**src/rtl/ai_cmd_rx.sv**
```systemverilog
// ai_cmd_rx: 8N1 UART command receiver for AI power requests.
// Ports: clk, rst_n, rx in; llm_kw, ai_valid, frame_err, frame_cnt out.
module ai_cmd_rx #(
  parameter int CLKS_PER_BIT = 434,
  parameter int GAP_CYCLES   = 20000,
  parameter int STALE_CYCLES = 5000000
) (
  input  logic        clk,
  input  logic        rst_n,
  input  logic        rx,
  output logic [15:0] llm_kw,
  output logic        ai_valid,
  output logic        frame_err,
  output logic [7:0]  frame_cnt
);

  localparam int CW = $clog2(CLKS_PER_BIT);
  localparam int GW = $clog2(GAP_CYCLES + 1);
  localparam int SW = $clog2(STALE_CYCLES + 1);

  localparam logic [CW-1:0] BIT_END  = CW'(CLKS_PER_BIT - 1);
  localparam logic [CW-1:0] HALF_END = CW'(CLKS_PER_BIT / 2 - 1);
  localparam logic [GW-1:0] GAP_END  = GW'(GAP_CYCLES - 1);
  localparam logic [SW-1:0] STL_END  = SW'(STALE_CYCLES - 1);
  localparam logic [SW-1:0] STL_SAT  = SW'(STALE_CYCLES);

  typedef enum logic [1:0] {
    R_IDLE, R_START, R_DATA, R_STOP
  } rx_st_t;

  typedef enum logic [1:0] {
    P_HUNT, P_HI, P_LO, P_CHK
  } p_st_t;

  logic          rx_m, rx_s, rx_d;
  logic          fall;

  rx_st_t        rs, rs_nx;
  logic [CW-1:0] bcnt, bcnt_nx;
  logic [2:0]    bidx, bidx_nx;
  logic [7:0]    shreg, sh_nx;
  logic          byte_rdy, stop_err;

  p_st_t         ps, ps_nx;
  logic [7:0]    hi_b, hi_nx;
  logic [7:0]    lo_b, lo_nx;
  logic [GW-1:0] gap, gap_nx;
  logic          accept, chk_bad, gap_to;

  logic [SW-1:0] stale;
  logic          stale_hit;

  // rx_d is one more stage so a falling edge is seen on synced data only
  always_ff @(posedge clk or negedge rst_n) begin
    if (!rst_n) begin
      rx_m <= 1'b1;
      rx_s <= 1'b1;
      rx_d <= 1'b1;
    end else begin
      rx_m <= rx;
      rx_s <= rx_m;
      rx_d <= rx_s;
    end
  end

  assign fall = rx_d & ~rx_s;

  always_ff @(posedge clk or negedge rst_n) begin
    if (!rst_n) begin
      rs    <= R_IDLE;
      bcnt  <= '0;
      bidx  <= '0;
      shreg <= '0;
    end else begin
      rs    <= rs_nx;
      bcnt  <= bcnt_nx;
      bidx  <= bidx_nx;
      shreg <= sh_nx;
    end
  end

  always_comb begin
    rs_nx    = rs;
    bcnt_nx  = bcnt + 1'b1;
    bidx_nx  = bidx;
    sh_nx    = shreg;
    byte_rdy = 1'b0;
    stop_err = 1'b0;
    unique case (rs)
      R_IDLE: begin
        bcnt_nx = '0;
        if (fall) rs_nx = R_START;
      end
      R_START: begin
        if (bcnt == HALF_END) begin
          bcnt_nx = '0;
          bidx_nx = '0;
          rs_nx   = rx_s ? R_IDLE : R_DATA;
        end
      end
      R_DATA: begin
        if (bcnt == BIT_END) begin
          bcnt_nx = '0;
          sh_nx   = {rx_s, shreg[7:1]};
          bidx_nx = bidx + 3'd1;
          if (bidx == 3'd7) rs_nx = R_STOP;
        end
      end
      R_STOP: begin
        if (bcnt == BIT_END) begin
          bcnt_nx  = '0;
          rs_nx    = R_IDLE;
          byte_rdy = rx_s;
          stop_err = ~rx_s;
        end
      end
      default: rs_nx = R_IDLE;
    endcase
  end

  always_ff @(posedge clk or negedge rst_n) begin
    if (!rst_n) begin
      ps   <= P_HUNT;
      hi_b <= '0;
      lo_b <= '0;
      gap  <= '0;
    end else begin
      ps   <= ps_nx;
      hi_b <= hi_nx;
      lo_b <= lo_nx;
      gap  <= gap_nx;
    end
  end

  // A received byte takes priority over a gap expiry on the same cycle
  always_comb begin
    ps_nx   = ps;
    hi_nx   = hi_b;
    lo_nx   = lo_b;
    accept  = 1'b0;
    chk_bad = 1'b0;
    gap_to  = 1'b0;
    gap_nx  = (ps == P_HUNT || byte_rdy) ? '0 : gap + 1'b1;
    if (byte_rdy) begin
      unique case (ps)
        P_HUNT: if (shreg == 8'hA5) ps_nx = P_HI;
        P_HI: begin
          hi_nx = shreg;
          ps_nx = P_LO;
        end
        P_LO: begin
          lo_nx = shreg;
          ps_nx = P_CHK;
        end
        P_CHK: begin
          ps_nx = P_HUNT;
          if (shreg == (hi_b ^ lo_b)) accept  = 1'b1;
          else                        chk_bad = 1'b1;
        end
        default: ps_nx = P_HUNT;
      endcase
    end else if (stop_err) begin
      ps_nx = P_HUNT;
    end else if (ps != P_HUNT && gap == GAP_END) begin
      gap_to = 1'b1;
      ps_nx  = P_HUNT;
    end
  end

  assign stale_hit = (stale == STL_END);

  // Accepted frame beats watchdog expiry; watchdog saturates once expired
  always_ff @(posedge clk or negedge rst_n) begin
    if (!rst_n) begin
      llm_kw    <= '0;
      ai_valid  <= 1'b0;
      frame_err <= 1'b0;
      frame_cnt <= '0;
      stale     <= '0;
    end else begin
      frame_err <= stop_err | chk_bad | gap_to;
      if (accept) begin
        llm_kw    <= {hi_b, lo_b};
        ai_valid  <= 1'b1;
        frame_cnt <= frame_cnt + 8'd1;
        stale     <= '0;
      end else begin
        if (stale_hit) begin
          llm_kw   <= '0;
          ai_valid <= 1'b0;
        end
        if (stale != STL_SAT) stale <= stale + 1'b1;
      end
    end
  end

endmodule

```
**config.mk**
```make
export PLATFORM = sky130hd
export DESIGN_NAME = ai_cmd_rx
export DESIGN_NICKNAME = d
export VERILOG_FILES = /design/src/rtl/ai_cmd_rx.sv
export SDC_FILE = /design/constraint.sdc
export NUM_CORES = 1
export LEC_CHECK = 0
export BUFFER_PORTS_ARGS = -buffer_cell sky130_fd_sc_hd__buf_2
export CAP_MARGIN = 30
export CORE_MARGIN = 3
export CORE_UTILIZATION = 45
export CTS_CLUSTER_SIZE = 14
export DETAILED_ROUTE_END_ITERATION = 8
export SKIP_CTS_REPAIR_TIMING = 1
export SLEW_MARGIN = 20
export SYNTH_ARGS = -nofsm -noshare
export SYNTH_HDL_FRONTEND = slang
export SYNTH_SLANG_ARGS = --single-unit
```
**constraint.sdc**
```tcl
create_clock -name clk -period 1.95 [get_ports clk]
set_input_delay 0.0975 -clock clk [delete_from_list [all_inputs] [get_ports clk]]
set_output_delay 0.0975 -clock clk [all_outputs]
set_load 0.03 [all_outputs]
```
; ---- Word level (Yosys, flattened, before mapping)
; Index checks and enable logic that the tools add are counted.
[classes]
muxes = 38
bitwise = 5
n_eq_ne = 20
add_sub_neg = 5
n_reduce_logical = 16
[op_table]
columns = op, n
row1 = 23-bit two-way mux, 2
row2 = 16-bit two-way mux, 2
row3 = 9-bit case mux with 3 select lines, 1
row4 = 23-bit by 1-bit adder with 23-bit output (second input constant), 1
row5 = 23-bit == test (second input constant), 1
row6 = 23-bit inequality test (second input constant), 1
row7 = 2-bit two-way mux, 10
row8 = 9-bit two-way mux, 2
row9 = 2-bit case mux with 4 select lines, 2
row10 = 15-bit by 1-bit adder with 15-bit output (second input constant), 1
row11 = 15-bit == test (second input constant), 1
row12 = 1-bit two-way mux, 15
row13 = 15-bit two-way mux, 1
row14 = 2-bit inequality test (second input constant), 5
row15 = 9-bit by 1-bit adder with 9-bit output (second input constant), 1
row16 = 9-bit by 8-bit == test with 1-bit output (second input constant), 1
row17 = 9-bit == test (second input constant), 1
row18 = 8-bit by 1-bit adder with 8-bit output (second input constant), 1
row19 = 2-bit == test (second input constant), 4
row20 = 8-bit == test, 1
row21 = 8-bit == test (second input constant), 1
row22 = 2-bit AND reduction, 4
row23 = 2-bit nonzero test, 4
row24 = 8-bit XOR, 1
row25 = other kinds (16), 20
[word_totals]
input_bits = 3
out_inout_bits = 26
regBits = 107
wordCells = 100

; ---- Longest topological paths before layout
; Gate-level depths: netlist of the first run.
[logic_depth]
word_depth = 7
depth_mapped = 8
depth_no_buf = 6

; ---- Worst setup path after synthesis of the first run
; Ideal clock, no wire load.
[synth_timing]
path_type = register to register
startpoint = register bcnt[1]
endpoint = register llm_kw[10]
setup_slack_ns = -0.204
setup_time_ns = 0.125
path_stages_with_launch = 8
arrival_ns = 2.029
t_required_ns = 1.825
cell_sequence = dfrtp_1 > inv_1 > ha_1 > and4bb_2 > nand4_1 > nor4_4 > buf_2 > mux2_2
[synth_via]
elab_chain_len = 5
word_cells_on_any_way = 6
[synth_lines]
columns = item, line
row1 = start: declaration, 39  ; logic [CW-1:0] bcnt, bcnt_nx;
row2 = start signal: assignment, 76  ; bcnt <= bcnt_nx;
row3 = 9-bit == test (*), 110  ; if (bcnt == BIT_END) begin
row4 = 1-bit two-way mux (*), 110
row5 = 1-bit two-way mux (*), 89  ; unique case (rs)
row6 = 1-bit two-way mux (*), 144  ; if (byte_rdy) begin
row7 = 16-bit two-way mux / 2-bit nonzero test (equally long branches), n/a
row8 = end signal: assignment, 183  ; llm_kw <= {hi_b, lo_b};
row9 = end: declaration, 11  ; output logic [15:0] llm_kw,
; Mark *: on every way between the ends. The rest lies on a longest branch, timed or not.
; A chain may end at the register's enable or synchronous reset.

; ---- Worst setup path in the final report of the first run
[layout_timing]
startpoint = register stale[17]
endpoint = register llm_kw[9]
[layout_via]
elab_chain_len = 2
[layout_lines]
columns = item, line
row1 = start: declaration, 50  ; logic [SW-1:0] stale;
row2 = start signal: assignment, 192  ; if (stale != STL_SAT) stale <= stale + 1'b1;
row3 = 23-bit == test, 170  ; assign stale_hit = (stale == STL_END);
row4 = 2-bit nonzero test (no source line), n/a
; Every way passes these cells.

==> flow_summary.yaml, run 1 <==
run_status:
  outcome: "finished, violations left"
  violations: "negative setup slack"
critical_path:
  r2r-end: "llm_kw[9]"
  worst-setup-path-type: "flop to flop"
  worstRegToRegCells: 5
  cpPeakStageDelay_ps: 530
  r2r_slack_ps: -200
  path_cells: "or4b_4 -> or3_4 -> clkbuf_16 -> o31a_1 -> mux2_2"
  start_kind: "flop"
  arrival_ps: 2380
  cp.required_ps: 2180
  crit_fanout: 9
  cp-end-kind: "flop"
  reg2reg_from: "stale[17]"
  slowest_stage: "or4b_4"
placed_design:
  hpwl_um: 7599
  pre_cts_slack_ps: -170.2
  io_buffers: 28
  place.gp.congestion: 0.8120
clock_tree:
  clk-insertion-delay-late_ps: 350
  cts.clk_slew.worst_paths_ps: 70
  clock_path_buffers: 2
  cts_root_buffer: "clkbuf_16"
  cts_made_buffers: 9
  h-tree-depth: 3
  clock-sinks: 107
  cts_tree: "done"
route:
  vias: 3898
  drtIter0Drc: 187
  drt-total-wl_um: 11120
  viasPerCell: 5.399
  drc: 0
  dr.pass1.iters: 4
  ant_nets: 0
  wl_per_cell_um: 15.41
layout:
  final_nets: 590
  drive_above_1_share_pct: 34.02
  area_growth_pct: 29.48
  fillCellCount: 953
  diodes: 0
die:
  core_um2: 11520
  fp.dieH_um: 115.1
  start_util_pct: 46.54
  fp-row-count: 39
  die-area_um2: 13260
  die_w_um: 115.1
  ios: 29
synthesis:
  async_reset_ff_share_pct: 100.0
  syn_area_um2: 5360
  yosysWarningCount: 0
  avgSynthCellArea_um2: 11.36
  syn_nets: 488
  synth_seq_cells: 107
  synth_cell_types: 51
  synthFlopType: "dfrtp_1"
  synth_cells: 472
  ys_seq_area_share_pct: 50.02
  synth-edff-count: 0
grt:
  grt_max_degree: 51
  grtUsageTotal_pct: 17.50
  grt.overflow.total: 0
  grt_pass1_wl_um: 18590
  grt_pass1_vias: 3923
  antenna_found_initial: 0
sta:
  max_freq_mhz: 464.5
  fin_skew_ps: 7.619
  final.setup.worst_slack_ps: -202.8
  slew_headroom_pct: 61.60
  slew_viol_final: 0
  worst_pin_slew_ps: 576.0
  fin_crit_ps: 2153
  rsz0062_at_grt: "yes"
  fin_setup_tns_ps: -4570
  hold_viol_final: 0
  setup_viol_count_final: 37
  fin_crit_sh_pct: 110.4
power_and_ir_drop:
  p_total_mw: 4.899
  ir_worst_vdd_v: 0.0007285
  power.leakage_nw: 3.206
  p_per_area_nw_per_um2: 705.8
  netSwitchingPower_mw: 1.080
  p_int_mw: 3.819
  combPwrFrac_pct: 9.6
  seqPwrFrac_pct: 47.7
  p_sw_share_pct: 22.04
  clockPowerShare_pct: 42.8
worst_hold_path:
  hp-class: "primary input to asynchronous set/reset pin"
job:
  drv_cap: 0
[metrics by stage]
stage / std cells / area, um2 / hold slack, ps / utilization [%]
final: 722 / 6940 / 286.3 / 60.27
after global routing: 722 / 6940 / 313.8 / 60.27
after CTS: 710 / 6546 / -254.2 / 56.84
after detailed placement: 694 / 6202 / 134.2 / 53.86
after global placement: 694 / 6202 / 131.5 / 53.86
after floorplan: 472 / 5420 / -198.1 / -
[worst max-delay path by stage]
stage,from,endpoint,slack (ps),cells past startpoint
floorplan,bcnt[1],llm_kw[13],-180,7
finish,stale[17],llm_kw[9],-200,5
CTS,stale[17],llm_kw[5],-180,5
detailed placement,stale[17],llm_kw[5],-170,5
global placement,stale[17],llm_kw[3],-140,5
global route,stale[17],llm_kw[13],-230,5
[per-layer routing]
metal,GRT usage (%),vias to the layer above,part of all wire [%]
met3,3.421,11,1.9
met1,22.83,1934,47
li1,-,1915,-
met5,0,-,0
met4,6.808,0,1.6
met2,28.86,38,49
[cell type report]
class	instances	area (um2)	share of cell area, %
clock buffer	12	246.5	3.551
clock inverter	4	97.59	1.406
inverter	21	78.83	1.136
multi-input combinational	323	2734	39.39
sequential	107	2681	38.63
tap	143	178.9	2.578
timing repair buffer	112	923.4	13.30
[cells by family after synthesis]
| group | count (synthesis) | synth area share [%] |
|---|---|---|
| fa+ha+maj | 13 | 3.035 |
| simple gates | 160 | 17.25 |
| flops | 107 | 50.02 |
| mux | 44 | 9.174 |
| compound gates | 62 | 7.867 |
| xor+xnor | 44 | 9.244 |
| buf+inv | 42 | 3.408 |
[sequential cells by signal (all words and copies together), names as in the netlist, 2 cells and up, named ones only]
register	count
bcnt	9
bidx	3
frame_cnt	8
gap	15
hi_b	8
llm_kw	16
lo_b	8
ps	2
shreg	8
stale	23
[cells in the mapped netlist, types with 2 or more instances]
cell / number / area (um2)
or2_2: 2 / 12.51
xnor3_1: 8 / 180.2
xor2_1: 24 / 210.2
and4_1: 6 / 52.55
mux2i_1: 3 / 30.03
dfrtp_1: 104 / 2603
nand4_1: 18 / 112.6
nand2b_1: 2 / 12.51
and2_1: 5 / 31.28
nand3_1: 16 / 80.08
a22oi_1: 2 / 15.01
and3_1: 7 / 43.79
o31a_1: 18 / 157.7
nor4_1: 12 / 75.07
buf_2: 8 / 40.04
dfstp_2: 3 / 78.83
xnor2_1: 12 / 105.1
nor2_1: 37 / 138.9
buf_6: 2 / 22.52
nor4b_1: 3 / 26.28
o21ai_0: 12 / 60.06
inv_1: 21 / 78.83
mux2_2: 41 / 461.7
or3_1: 10 / 62.56
o22ai_1: 3 / 18.77
ha_1: 13 / 162.7
or4_1: 6 / 45.04
clkbuf_1: 11 / 41.29
a21oi_1: 15 / 75.07
nor4bb_1: 3 / 30.03
nor3_1: 4 / 20.02
nand2_1: 18 / 67.56
o31ai_1: 5 / 37.54
[placed cells by master (no fill, tap or decap), drive strengths merged, types with 2 or more instances in the layout]
| cell type | instances |
|---|---|
| nor3 | 4 |
| nor4bb | 3 |
| nor2 | 37 |
| dlygate4sd3 | 2 |
| a21oi | 15 |
| clkbuf | 15 |
| mux2i | 3 |
| and3 | 7 |
| ha | 13 |
| a22oi | 2 |
| nor4 | 13 |
| mux2 | 41 |
| or3 | 10 |
| or4 | 6 |
| o21ai | 12 |
| xnor2 | 12 |
| or2 | 2 |
| nor4b | 3 |
| and4 | 6 |
| nand4 | 19 |
| and2 | 5 |
| xor2 | 24 |
| buf | 107 |
| dfrtp | 104 |
| nand2b | 2 |
| xnor3 | 8 |
| o22ai | 3 |
| bufinv | 3 |
| inv | 21 |
| nand2 | 18 |
| o31a | 18 |
| nand3 | 17 |
| o31ai | 5 |
| dfstp | 3 |
[power by group through the flow]
stage	logic [mW]	registers, mW	clock network, mW
2_1_floorplan	0.158	2.41	0
3_3_place_gp	0.428	2.37	0
3_5_place_dp	0.440	2.37	0
4_1_cts	0.443	2.33	2.16
5_1_grt	0.527	2.35	2.26
6_report	0.469	2.33	2.10
[worst max-delay path: cells and delay by family, from the launching register on]
kind / cells / cell delay, ps
AND/OR/NAND/NOR: 2 / 930
flip-flops: 1 / 380
AO/OA/AOI/OAI: 1 / 280
multiplexers: 1 / 260
buffers and inverters: 1 / 190
(Power assumes the default switching activity.)
==> run 2: changes to the inputs <==
Settings changed: CORE_MARGIN 3 to 2, CORE_UTILIZATION 45 to 35.
==> flow_summary.yaml, run 2 (synthesized netlist as in run 1, its figures left out) <==
run_status:
  outcome: "finished, violations left"
  violations: "negative setup slack"
grt:
  grt_pass1_vias: 3944
  grt_max_degree: 42
  grt_use_met3_pct: 4.007
  grt.met1_usage_pct: 18.42
  met2_usage_pct: 25.32
  busiest_layer: "met2"
  antenna_found_initial: 0
  grt_pass1_wl_um: 19180
  grt.overflow.total: 0
  grtUsageTotal_pct: 14.79
route:
  viasPerCell: 5.081
  vias: 3933
  drtIter0Drc: 191
  drt-total-wl_um: 11580
  drc: 0
  dr.pass1.iters: 4
  wl_per_cell_um: 14.96
  ant_nets: 0
layout:
  largest_reg_flops: 23
  fillCellCount: 1387
  reg_top3: "stale (23), llm_kw (16), gap (15)"
  final_nets: 598
  final_common_cell: "dfrtp_1"
  utilization_pct: 46.38
  drive_above_1_share_pct: 35.15
  diodes: 0
  final_cell_mix: "dfrtp_1 (104), buf_4 (77), nor2_1 (36)"
  area_growth_pct: 30.56
  largest_register: "stale"
critical_path:
  start_kind: "flop"
  cp.required_ps: 2180
  crit_fanout: 19
  cp-end-kind: "flop"
  arrival_ps: 2340
  worst-setup-path-type: "flop to flop"
power_and_ir_drop:
  p_per_area_nw_per_um2: 664.8
  ir_worst_vdd_v: 0.0005293
  power.leakage_nw: 3.221
  p_total_mw: 4.652
clock_tree:
  cts_made_buffers: 9
  cts_root_buffer: "clkbuf_16"
  clock_path_buffers: 2
  clk-insertion-delay-late_ps: 350
  clock-sinks: 107
  cts_tree: "done"
  h-tree-depth: 3
  cts.clk_slew.worst_paths_ps: 70
die:
  core_um2: 15090
  fp.dieH_um: 127.8
  fp-row-count: 45
  start_util_pct: 35.52
  die_w_um: 127.8
  die-area_um2: 16320
  ios: 29
job:
  drv_cap: 0
sta:
  fin_crit_ps: 2110
  slew_viol_final: 0
  worst_pin_slew_ps: 478.0
  fin_setup_tns_ps: -4066
  slew_headroom_pct: 68.13
  hold_viol_final: 0
  fin_skew_ps: 6.732
  fin_crit_sh_pct: 108.2
  final.setup.worst_slack_ps: -160.4
  setup_viol_count_final: 52
  holdWs_ps: 246.3
  max_freq_mhz: 473.8
  rsz0062_at_grt: "yes"
placed_design:
  hpwl_um: 8077
  place.gp.congestion: 0.7879
  io_buffers: 28
worst_hold_path:
  hp-class: "primary input to asynchronous set/reset pin"
[run 2: changes by cell type in the layout (fill, tap and decap cells not counted), moves of 2 or more]
cell,previous run,this run
mux2_2,34,24
mux2_4,7,17
buf_4,70,77
buf_6,2,7
buf_8,3,1
bufinv_16,3,1
clkbuf_1,2,0
clkinv_2,0,2
[run 2: area by class of cell]
cell class                      count  area, um2  share of cell area (%)
Sequential cell                   107       2681                   38.32
Multi-Input combinational cell    323       2744                   39.21
Tap cell                          188      235.2                   3.361
Clock buffer                       11      252.7                   3.612
Timing Repair Buffer              120      957.2                   13.68
Clock inverter                      4      48.80                  0.6973
Inverter                           21      78.83                   1.126
[run 2: stage by stage]
step / worst slack (ps) / instances / area (um2)
floorplan: -177.9 / 472 / 5420
global placement: -127.5 / 748 / 6314
detailed placement: -174.7 / 748 / 6314
CTS: -185.9 / 763 / 6615
global route: -219.3 / 774 / 6998
finish: -160.4 / 774 / 6998
[run 2: critical path, stage by stage (launching register included)]
cell     delay [ps]
dfrtp_1         380
or4b_4          530
or3_4           350
buf_12          160
o31a_1          300
mux2_4          270
[run 2: per-layer routing]
metal	wire length, um	up-vias	part of all wire (%)
met2	6029	47	52
met1	5102	1949	44
met5	0	-	0
met3	314	10	2.7
met4	133	0	1.1
li1	-	1927	-
[run 2: worst paths after layout]
check	start	end	slack, ps	depth (start not counted)
worst max-delay path	stale[17]	llm_kw[15]	-160	5
worst min-delay path	rst_n	stale[21]	250	2
worst max register to register	stale[17]	llm_kw[15]	-160	5
worst min register to register	rx_m	rx_s	360	0
max in group asynchronous	rst_n	stale[1]	1040	3
min in group clk	rx_m	rx_s	360	0
[run 2: where the power goes]
part           internal (mW)  leakage [nW]  switching [mW]
Combinational          0.233          1.62           0.234
Sequential              2.30          1.45          0.0376
Clock                   1.06         0.152           0.791
Total                   3.59          3.22            1.06
==> run 3: changes to the inputs <==
Settings changed: CORE_MARGIN 2 to unset, REMOVE_ABC_BUFFERS set to 1.
==> flow_summary.yaml, run 3 (synthesized netlist as in run 1, its figures left out) <==
run_status:
  outcome: "finished, violations left"
  violations: "negative setup slack"
critical_path:
  worst-setup-path-type: "flop to flop"
  cp-end-kind: "flop"
  cp.required_ps: 2190
  slowest_stage: "dfrtp_1"
  crit_fanout: 11
  cpPeakStageDelay_ps: 380
  worstRegToRegCells: 8
  arrival_ps: 2370
  start_kind: "flop"
  path_cells: "inv_2 -> ha_4 -> and4bb_2 -> nand4_1 -> nor4_4 -> buf_6 -> clkbuf_16 -> mux2_2"
sta:
  setup_viol_count_final: 57
  slew_viol_final: 0
  fin_crit_sh_pct: 109.4
  max_freq_mhz: 468.9
  fin_skew_ps: 8.419
  fin_crit_ps: 2133
  worst_pin_slew_ps: 602.0
  slew_headroom_pct: 59.87
  rsz0062_at_grt: "yes"
  final.setup.worst_slack_ps: -182.6
  hold_viol_final: 0
  holdWs_ps: 345.6
die:
  ios: 29
  die-area_um2: 15810
  start_util_pct: 36.33
  fp-row-count: 44
  fp.dieH_um: 125.8
  die_w_um: 125.8
  core_um2: 14750
route:
  dr.pass1.iters: 6
  vias: 3920
  drc: 0
  wl_per_cell_um: 15.30
  viasPerCell: 5.178
  drtIter0Drc: 207
  ant_nets: 0
  drt-total-wl_um: 11580
clock_tree:
  cts.clk_slew.worst_paths_ps: 70
  clk-insertion-delay-late_ps: 360
  cts_made_buffers: 9
  clock-sinks: 107
  cts_root_buffer: "clkbuf_16"
  h-tree-depth: 3
  clock_path_buffers: 2
  cts_tree: "done"
grt:
  grt_pass1_vias: 4032
  grt_pass1_wl_um: 19450
  grtUsageTotal_pct: 15.32
  antenna_found_initial: 0
  grt.overflow.total: 0
  grt_max_degree: 108
layout:
  reg_top3: "stale (23), llm_kw (16), gap (15)"
  diodes: 0
  instances_no_fill: 757
  area_growth_pct: 26.73
  final_cell_mix: "dfrtp_1 (104), buf_4 (68), nor2_1 (37)"
  fillCellCount: 1379
  drive_above_1_share_pct: 32.46
  largest_reg_flops: 23
  final_nets: 584
  largest_register: "stale"
  final_common_cell: "dfrtp_1"
placed_design:
  pre_cts_slack_ps: -193.0
  place.gp.congestion: 0.7579
  dp_cells: 731
  io_buffers: 28
  hpwl_um: 7714
power_and_ir_drop:
  p_per_area_nw_per_um2: 683.8
  clockPowerShare_pct: 39.9
  seqPwrFrac_pct: 50.3
  p_total_mw: 4.645
  ir_worst_vdd_v: 0.0006194
  netSwitchingPower_mw: 1.099
  combPwrFrac_pct: 9.7
  p_sw_share_pct: 23.67
  power.leakage_nw: 3.145
  p_int_mw: 3.545
worst_hold_path:
  hp-class: "primary input to asynchronous set/reset pin"
job:
  drv_cap: 0
[run 3: cell type report]
cell class                 instances  area (um2)  share of cell area [%]
clock buffer                      10       239.0                   3.518
multi-input combinational        323        2663                   39.20
inverter                          21       78.83                   1.160
timing repair buffer             106       838.3                   12.34
clock inverter                     6       62.56                  0.9210
tap                              184       230.2                   3.389
sequential                       107        2681                   39.47
[run 3: worst paths after layout]
check / startpoint / to / slack [ps]
hold / removal: rst_n / ai_valid / 350
min in group clk: rx_m / rx_s / 360
max in group asynchronous: rst_n / llm_kw[0] / 1140
setup / recovery: bcnt[1] / llm_kw[8] / -180
setup reg to reg: bcnt[1] / llm_kw[8] / -180
hold reg to reg: rx_m / rx_s / 360
[run 3: worst max-delay path, delay by kind of cell (launching register included)]
| family | cells | cell delay [ps] |
|---|---|---|
| adder cells (fa/ha/maj) | 1 | 120 |
| buffers and inverters | 3 | 430 |
| flip-flops | 1 | 380 |
| multiplexers | 1 | 330 |
| AND/OR/NAND/NOR | 3 | 770 |
[run 3: metal layers]
layer	GRT usage [%]	wire length, um	vias to the layer above
met1	18.91	5254	1983
li1	-	-	1895
met2	26.50	5931	30
met4	4.890	155	0
met3	3.611	239	12
met5	0	0	-
[run 3: power groups by stage]
stage	Combinational, mW	Clock, mW	Sequential, mW
4_1_cts	0.419	1.91	2.33
6_report	0.452	1.86	2.34
2_1_floorplan	0.156	0	2.41
3_5_place_dp	0.414	0	2.38
5_1_grt	0.510	2.00	2.34
3_3_place_gp	0.406	0	2.37
[run 3: metrics by stage]
step	util, %	TNS, ps	area (um2)
floorplan	-	-42580	5256
global placement	41.87	-5645	6177
detailed placement	41.87	-7121	6177
CTS	43.91	-8102	6479
global route	46.04	-10980	6793
finish	46.04	-7066	6793
